==> config.mk <==
export PLATFORM = sky130hd
export DESIGN_NAME = psram_dev_resp
export DESIGN_NICKNAME = d
export VERILOG_FILES = /design/src/rtl/psram_dev_resp.sv
export SDC_FILE = /design/constraint.sdc
export NUM_CORES = 2
export LEC_CHECK = 0
export CAP_MARGIN = 0
export CORE_MARGIN = 4
export CORE_UTILIZATION = 40
export CTS_BUF_LIST = sky130_fd_sc_hd__clkbuf_4 sky130_fd_sc_hd__clkbuf_8
export CTS_CLUSTER_DIAMETER = 30
export CTS_CLUSTER_SIZE = 40
export DETAILED_ROUTE_END_ITERATION = 12
export GPL_TIMING_DRIVEN = 1
export HOLD_SLACK_MARGIN = 0.08
export PLACE_DENSITY = 0.58
export SYNTH_ARGS = -nofsm -noshare
export SYNTH_HDL_FRONTEND = slang
export SYNTH_SLANG_ARGS = --single-unit
==> constraint.sdc <==
create_clock -name clk_i -period 3.4 [get_ports clk_i]
set_input_delay 0.51 -clock clk_i [delete_from_list [all_inputs] [get_ports clk_i]]
set_output_delay 0.51 -clock clk_i [all_outputs]
set_load 0.01 [all_outputs]
==> src/rtl/psram_dev_resp.sv <==
`default_nettype none
// psram_dev_resp: device-side responder for the octal-DDR PSRAM link, oversampling sck/ce/io/dqs on clk_i.
// Rev 1.0 - linear-burst read/write from an internal byte array, global reset with busy window.
module psram_dev_resp #(
  parameter int         DEPTH   = 256,
  parameter logic [7:0] RCMD    = 8'h20,
  parameter logic [7:0] WCMD    = 8'hA0,
  parameter logic [7:0] RSTCMD  = 8'hFF,
  parameter int         RLC     = 5,
  parameter int         WLC     = 5,
  parameter int         RST_CYC = 16
) (
  input  logic       clk_i,
  input  logic       rst_n_i,
  input  logic       psram_sck_i,
  input  logic       psram_ce_i,
  input  logic [7:0] psram_io_in_i,
  output logic [7:0] psram_io_out_o,
  output logic [7:0] psram_io_en_o,
  input  logic       psram_dqs_in_i,
  output logic       psram_dqs_out_o,
  output logic       psram_dqs_en_o,
  output logic       busy_o,
  output logic       cmd_err_o
);

  localparam int AW = $clog2(DEPTH);
  localparam int BW = $clog2(RST_CYC + 1);

  localparam logic [2:0] S_IDLE   = 3'd0;
  localparam logic [2:0] S_INST   = 3'd1;
  localparam logic [2:0] S_ADDR   = 3'd2;
  localparam logic [2:0] S_LATN   = 3'd3;
  localparam logic [2:0] S_WDATA  = 3'd4;
  localparam logic [2:0] S_RDATA  = 3'd5;
  localparam logic [2:0] S_IGNORE = 3'd6;
  localparam logic [2:0] S_BUSY   = 3'd7;

  logic [2:0]    state, state_nx;
  logic          sck_q, ce_q;
  logic [1:0]    cnt;
  logic [7:0]    inst0;
  logic [31:0]   addr;
  logic [7:0]    lat_cnt;
  logic          is_read, rst_flag;
  logic [BW-1:0] busy_cnt;
  logic [7:0]    mem [DEPTH];

  logic          rise, fall, act;
  logic          inst_rd, inst_wr, inst_rst, inst_ok;
  logic [AW-1:0] idx;

  assign rise     = psram_sck_i & ~sck_q;
  assign fall     = ~psram_sck_i & sck_q;
  // ce deasserted in the same cycle as an edge discards that edge
  assign act      = (rise | fall) & ~psram_ce_i;
  assign inst_rd  = (inst0 == psram_io_in_i) && (psram_io_in_i == RCMD);
  assign inst_wr  = (inst0 == psram_io_in_i) && (psram_io_in_i == WCMD);
  assign inst_rst = (inst0 == psram_io_in_i) && (psram_io_in_i == RSTCMD);
  assign inst_ok  = inst_rd | inst_wr | inst_rst;
  assign idx      = addr[AW-1:0];

  always_ff @(posedge clk_i or negedge rst_n_i) begin
    if (!rst_n_i) state <= S_IDLE;
    else          state <= state_nx;
  end

  always_comb begin
    state_nx = state;
    if (state == S_BUSY) begin
      if (busy_cnt == '0) state_nx = S_IDLE;
    end else if (psram_ce_i) begin
      state_nx = (state == S_IGNORE && rst_flag) ? S_BUSY : S_IDLE;
    end else begin
      case (state)
        // a fresh ce fall is required, so a select held low through BUSY is never decoded
        S_IDLE: if (ce_q) state_nx = S_INST;
        S_INST: if (act && cnt[0]) state_nx = (inst_ok && !inst_rst) ? S_ADDR : S_IGNORE;
        S_ADDR: if (act && cnt == 2'd3) state_nx = S_LATN;
        S_LATN: if (lat_cnt == 8'd0) state_nx = is_read ? S_RDATA : S_WDATA;
        default: ;
      endcase
    end
  end

  always_comb begin
    busy_o         = (state == S_BUSY);
    psram_io_en_o  = 8'h00;
    psram_dqs_en_o = 1'b0;
    if (!psram_ce_i && state == S_RDATA) begin
      psram_io_en_o  = 8'hFF;
      psram_dqs_en_o = 1'b1;
    end else if (!psram_ce_i && state == S_LATN && is_read) begin
      psram_dqs_en_o = 1'b1;
    end
  end

  always_ff @(posedge clk_i or negedge rst_n_i) begin
    if (!rst_n_i) begin
      sck_q           <= 1'b0;
      ce_q            <= 1'b1;
      cnt             <= 2'd0;
      inst0           <= 8'h00;
      addr            <= 32'h0;
      lat_cnt         <= 8'd0;
      is_read         <= 1'b0;
      rst_flag        <= 1'b0;
      busy_cnt        <= '0;
      cmd_err_o       <= 1'b0;
      psram_io_out_o  <= 8'h00;
      psram_dqs_out_o <= 1'b0;
    end else begin
      sck_q     <= psram_sck_i;
      ce_q      <= psram_ce_i;
      cmd_err_o <= 1'b0;
      case (state)
        S_IDLE: begin
          cnt      <= 2'd0;
          rst_flag <= 1'b0;
        end
        S_INST: if (act) begin
          if (!cnt[0]) begin
            inst0 <= psram_io_in_i;
            cnt   <= 2'd1;
          end else begin
            cnt       <= 2'd0;
            is_read   <= inst_rd;
            rst_flag  <= inst_rst;
            cmd_err_o <= ~inst_ok;
          end
        end
        S_ADDR: if (act) begin
          addr <= {addr[23:0], psram_io_in_i};
          cnt  <= cnt + 2'd1;
          if (cnt == 2'd3) lat_cnt <= is_read ? 8'(RLC) : 8'(WLC);
        end
        S_LATN: if (act && rise && lat_cnt != 8'd0) lat_cnt <= lat_cnt - 8'd1;
        S_WDATA: if (act) addr <= addr + 32'd1;
        S_RDATA: if (act) begin
          psram_io_out_o  <= mem[idx];
          psram_dqs_out_o <= ~psram_dqs_out_o;
          addr            <= addr + 32'd1;
        end
        S_IGNORE: if (psram_ce_i && rst_flag) begin
          busy_cnt <= BW'(RST_CYC - 1);
          rst_flag <= 1'b0;
        end
        S_BUSY: if (busy_cnt != '0) busy_cnt <= busy_cnt - 1'b1;
        default: ;
      endcase
      // dqs starts low so the first read byte drives it high
      if (state_nx != S_RDATA) begin
        psram_io_out_o  <= 8'h00;
        psram_dqs_out_o <= 1'b0;
      end
    end
  end

  always_ff @(posedge clk_i) begin
    if (state == S_WDATA && act && !psram_dqs_in_i) mem[idx] <= psram_io_in_i;
  end

endmodule
`default_nettype wire

* After elaboration in Yosys (flattened, before gate mapping) *
Memories as Yosys holds them, arrays and structs flattened.
Index checks and enable logic that the tools add are counted.

word-level totals
  logic and storage cells = 133
  input port bits = 13
  memories kept = 1
  register bits after elaboration = 72
  bits in writable memories = 2,048

memories
  name  words  width  read ports  clocked after memory_dff  write ports  line  source
  mem   256    8      1           0                         1            47    logic [7:0] mem [DEPTH];

cells by class
  reduce and logical (&&, ||, !) cells = 39
  bitwise gates (word level) = 12
  eq/ne operators = 21
  muxes and demuxes = 43
  add/sub/neg operators = 4

operators with widths
  kind                     count
  $mux W32                 2
  $pmux W32 S2             1
  $mux W8                  7
  $add A32 B1 Y32 const B  1
  $mux W3                  9
  $eq A8 B8 Y1 const B     2
  $pmux W8 S2              1
  $logic_and A1 B1 Y1      15
  $mux W1                  15
  $reduce_and A3 Y1        5
  $eq A3 B3 Y1 const B     4
  $pmux W3 S4              1
  $mux W5                  2
  $pmux W5 S2              1
  $reduce_bool A2 Y1       5
  $eq A8 B6 Y1 const B     1
  $eq A8 B8 Y1             1
  $logic_not A8 Y1         1
  $ne A2 B1 Y1 const B     4
  $ne A2 B2 Y1 const B     4
  $reduce_and A4 Y1        2
  $reduce_bool A8 Y1       1
  $sub A8 B1 Y8 const B    1
  $eq A3 B2 Y1 const B     2
  other kinds (18)         31

* Depth between registers and ports, before layout *
  depth in word-level cells = 13
  gate-level depth with buffers = 13
  depth with buffers taken out = 9

* Least setup slack after synthesis *
OpenSTA, ideal clock, no wires.

  kind = input -> register
  start = input psram_sck_i
  end = memory mem[79][0] (enable)
  library setup time = 370 ps
  slack = 305 ps
  cell stages on the path = 7
  arrival time = 2,725 ps
  path buffers = 2
  data required time = 3,030 ps
  path through = ha_1 > or2_2 > nor4_1 > clkbuf_1 > nand3_1 > clkbuf_1 > nor2_1

between the ends
  longest elaborated chain between the ends = 8
  elaborated cells between the ends (all ways) = 9
  classes of those cells = mux (2); bitwise (5); reduce/logical (2)

ends and longest elaborated chain
  what                                 line  source
  start, declared                      15    input logic psram_sck_i,
  $not A1 Y1                           54    assign fall = ~psram_sck_i & sck_q;
  $and A1 B1 Y1                        54
  $or A1 B1 Y1 *                       56    assign act = (rise | fall) & ~psram_ce_i;
  $and A1 B1 Y1 *                      56
  $logic_and A1 B1 Y1 * (2 in series)  160   if (state == S_WDATA && act && !psram_dqs_in_i) mem[idx] <= psram_io_in_i;
  $mux W1 *                            160
  $mux W1 (implied by the code) *      160
  end, declared                        47

Every way passes the cells marked *; elsewhere a longest branch is shown, timed or not.

* Worst setup path after layout *
  start = register addr[1]
  end = register psram_io_out_o[7]

between the ends
  longest elaborated chain between the ends = 4

ends and longest elaborated chain
  what                    line  source
  start, declared         43    logic [31:0] addr;
  start signal, assigned  133   addr <= {addr[23:0], psram_io_in_i};
  start signal, assigned  138   S_WDATA: if (act) addr <= addr + 32'd1;
  start signal, assigned  142   addr <= addr + 32'd1;
  $mem_v2 Z256 W8         --
  $mux W8                 139   S_RDATA: if (act) begin
  $mux W8                 116   case (state)
  $mux W8                 152   if (state_nx != S_RDATA) begin
  end signal, assigned    140   psram_io_out_o <= mem[idx];
  end, declared           18    output logic [7:0] psram_io_out_o,

Every way passes these cells. The select of a mux whose other input is x is not followed.
A chain may end at the register's enable or synchronous reset.

==> out/qor.log <==
[placed_design] final HPWL from detailed placement 144 mm
[timing] Post-Route Skew 106 ps
[timing] Worst Max-Slew Pin Slew 1360 ps
[yosys] number of different library cells in the post-synthesis netlist 67
[placed_design] number of buffer cells added on primary ports 32
[floorplanning] placeable core area 205000 µm²
[pwr] net load switching power 16000 µW
[clock_tree] clock transition at the register clock pins on the worst setup and hold paths after CTS 60 ps
[yosys] predominant post-synthesis flop cell edfxtp_1
[routing] initial detailed-routing violation count 4967
[pwr] share of total power in combinational logic 12.3%
[routing] drc violations 0
[finish] growth of design area from synthesis to finish 21.0%
[timing] number of pins exceeding their max-slew limit in the final report 0
[floorplanning] Placement Rows 166
[clock_tree] clock tree from TritonCTS yes
[yosys] Gate Count Post-Synth 3908
[routing] router iterations before antenna repair 6
[routing] via total after detailed routing 43500
[clock_tree] clock root cell clkbuf_8
[floorplanning] num ports 33
[timing] Final Worst Setup Slack 8.03 ps
[pwr] clock group share of total power 43.2%
[timing] Achievable Freq 295 MHz
[floorplanning] Die Area 213000 µm²
[yosys] mean post-synth cell area 21.1 µm²
[timing] endpoints failing setup 0
[pwr] net switching share of the total power 24.8%
[yosys] async set-or-reset flop fraction in the synthesized netlist 2.29%
[yosys] number of synthesized flops with an enable pin 2048
[floorplanning] effective utilization at floorplan 40.2%
[finish] final core occ 48.6%
[critical_path] highest fanout seen on the critical path 17
[timing] worst hold slack after final layout 207 ps
[clock_tree] source-to-sink clock delay at the later pin of the worst-skew pair 1090 ps
[status] run status completed
[clock_tree] number of buffers added by the clock tree synthesis step 404
[critical_path] Worst EP required 4320 ps
[grt] pin count of the biggest net entering global routing 185
[critical_path] Arr. time, crit path 4320 ps
[flow_run] max capacitance violation total 0
[routing] count of antenna-violating nets left after detailed routing 0
[pwr] worst vdd rail ir drop 372 µV
[min_path] classification of the worst-slack hold path primary input to register
[clock_tree] buffer levels on the longest clock path 4
[placed_design] Placed Cells incl. Taps 7032
[grt] GRT Total Usage 21.3%
[critical_path] critical path startpoint category register
[critical_path] Crit Path Category register to register
[placed_design] placer's final routability congestion estimate 0.830
[routing] Routed WL 226 mm
[timing] final hold violations 0
[pwr] P_int 48300 µW
[floorplanning] chip height 462 µm
[grt] wire length of the first global-routing pass 325 mm
[timing] setup repair after global routing missed its margin no
[critical_path] CP endpoint kind register
[routing] DR vias/cell 5.59
[grt] total overflow reported by the global router 0
[yosys] share of the yosys chip area belonging to registers 76.2%
[pwr] Static Leak 0.0319 µW
[finish] Cell Count, Final, Fillers Out 7774
[pwr] sequential share of power 44.4%
[grt] initial antenna violation count 6
[pwr] power density normalized to cell area 645 nW/µm²
[placed_design] Post-Place Setup Slack -691 ps
[finish] Net count, final 4786
[timing] Final period util 99.8%
[clock_tree] Clock H-tree levels 5
[yosys] number of warnings reported in the yosys synthesis log 0
[grt] vias in the first global route 44500
[yosys] register bit total from synthesis 2096
[timing] shortest period the worst path allows 3390 ps
[yosys] cell area after synthesis 82300 µm²
[yosys] number of nets produced by synthesis 3931
[floorplanning] floorplan die width 462 µm
[clock_tree] Clock Sink Count 2096
[timing] Max transition margin 8.97%
[pwr] total power consumption of the routed design 64200 µW
[finish] share of layout cells above drive strength 1 37.4%
[routing] average detailed-routed wire length per instance 29.0 µm
power by group through the flow:
stage | combinational [µW] | clock, µW | sequential [µW]
global placement | 7860 | 0 | 29100
CTS | 7980 | 28300 | 28500
global route | 8290 | 29700 | 28500
floorplan | 4460 | 0 | 29000
finish | 7920 | 27800 | 28500
detailed placement | 7880 | 0 | 29100
synthesized netlist by cell type, types with 6 or more instances:
cell type	n	share of area [%]
a22oi_1	79	0.72
buf_2	50	0.30
a22o_1	9	0.096
a211oi_1	6	0.055
and2_1	6	0.046
buf_4	58	0.53
a32o_1	8	0.097
nand2b_1	7	0.053
xnor2_1	12	0.13
buf_1	9	0.041
a31oi_1	14	0.11
dfrtp_1	47	1.4
o21ai_0	27	0.16
mux4_1	16	0.51
nand4_1	16	0.12
clkbuf_1	85	0.39
nor2b_1	14	0.11
a21oi_1	54	0.33
mux4_2	499	14
mux2_2	19	0.26
nand3_1	56	0.34
edfxtp_1	2048	75
ha_1	10	0.15
nor3_1	18	0.11
buf_12	6	0.15
nand2_1	109	0.50
nor4_1	12	0.091
inv_1	10	0.046
mux2i_1	146	1.8
buf_6	29	0.40
nor2_1	317	1.4
o211ai_1	12	0.11
o22ai_1	16	0.12
a221oi_1	15	0.16
layout by cell type, fill, tap and decap left out, types with 28 or more instances in the layout:
master         n
mux2i_1      146
buf_4        576
edfxtp_1    2048
nand3_1       55
clkinvlp_4    57
nand2_1       93
mux4_2       499
clkinv_2      56
clkinv_4      28
nor2_1       312
clkinv_1      46
dfrtp_1       42
a21oi_1       53
buf_12        68
clkbuf_8     422
bufinv_16     57
clkbuf_4      36
a22oi_1       79
cells by family after synthesis:
group / synth area share (%)
AOI/OAI and AO/OA: 2.32
xor gates and xnor gates: 0.170
adders and majority gates: 0.164
buffers and inverters: 1.87
DFF: 76.2
muxes: 16.2
and+or+nand+nor: 3.05
per-stage QoR:
stage / cell area, µm² / setup TNS (ps)
final: 99500 / 0
after global routing: 99500 / 0
after CTS: 99500 / -1640
after detailed placement: 90200 / -818560
after global placement: 90200 / -920830
after floorplan: 82300 / 0
per-layer routing:
| metal | GRT usage [%] | up-vias | wire length [µm] |
|---|---|---|---|
| met5 | 0 | - | 24 |
| met4 | 7.34 | 4 | 7430 |
| met3 | 5.01 | 411 | 19300 |
| met2 | 32.7 | 2053 | 105000 |
| met1 | 29.9 | 22900 | 93700 |
| li1 | - | 18100 | - |
critical path, cell delays in order, from the launching register on:
cell and delay [ps]:
dfrtp_4 500, buf_12 210, mux4_2 550, mux4_2 550, nor3_1 220, buf_4 170
a221oi_1 40, o2111ai_1 510, a21oi_1 190, a32o_1 260
repair_timing:
action                                  4_1_cts  5_1_grt
endpoints found under the hold margin       243        0
pin swaps                                     0        1
setup buffers                                 2        0
hold buffers                                 11        0
endpoints found under the setup margin       46     1185
gates resized for setup                       2        6
sequential cells by signal, indices dropped and copies added (netlist names):
register and cells:
sck_q 1, busy_cnt 5, addr 8, lat_cnt 8
ce_q 1, cmd_err_o 1, rst_flag 1, psram_io_out_o 8
cnt 2, is_read 1, mem 2048, state 3
psram_dqs_out_o 1, inst0 8
path summary, 6_finish.rpt:
path	start	endpoint	slack, ps	cells past startpoint
setup / recovery	addr[1]	psram_io_out_o[7]	8	9
hold / removal	psram_ce_i	ce_q	210	3
setup reg to reg	addr[1]	psram_io_out_o[7]	8	9
hold reg to reg	busy_cnt[0]	busy_cnt[0]	500	1
max in group asynchronous	rst_n_i	addr[1]	1080	4
min in group asynchronous	rst_n_i	state[2]	640	3
final cells by class:
class,count,area [µm²]
Sequential cell,2096,62700
Clock buffer,450,5970
Timing Repair Buffer,687,6140
Multi-Input combinational cell,1563,18100
Clock inverter,275,3130
Fill cell,16600,105000
Antenna cell,4,10.0
Inverter,11,41.3
Tap cell,2688,3360
Power figures use the tool's default switching activity.
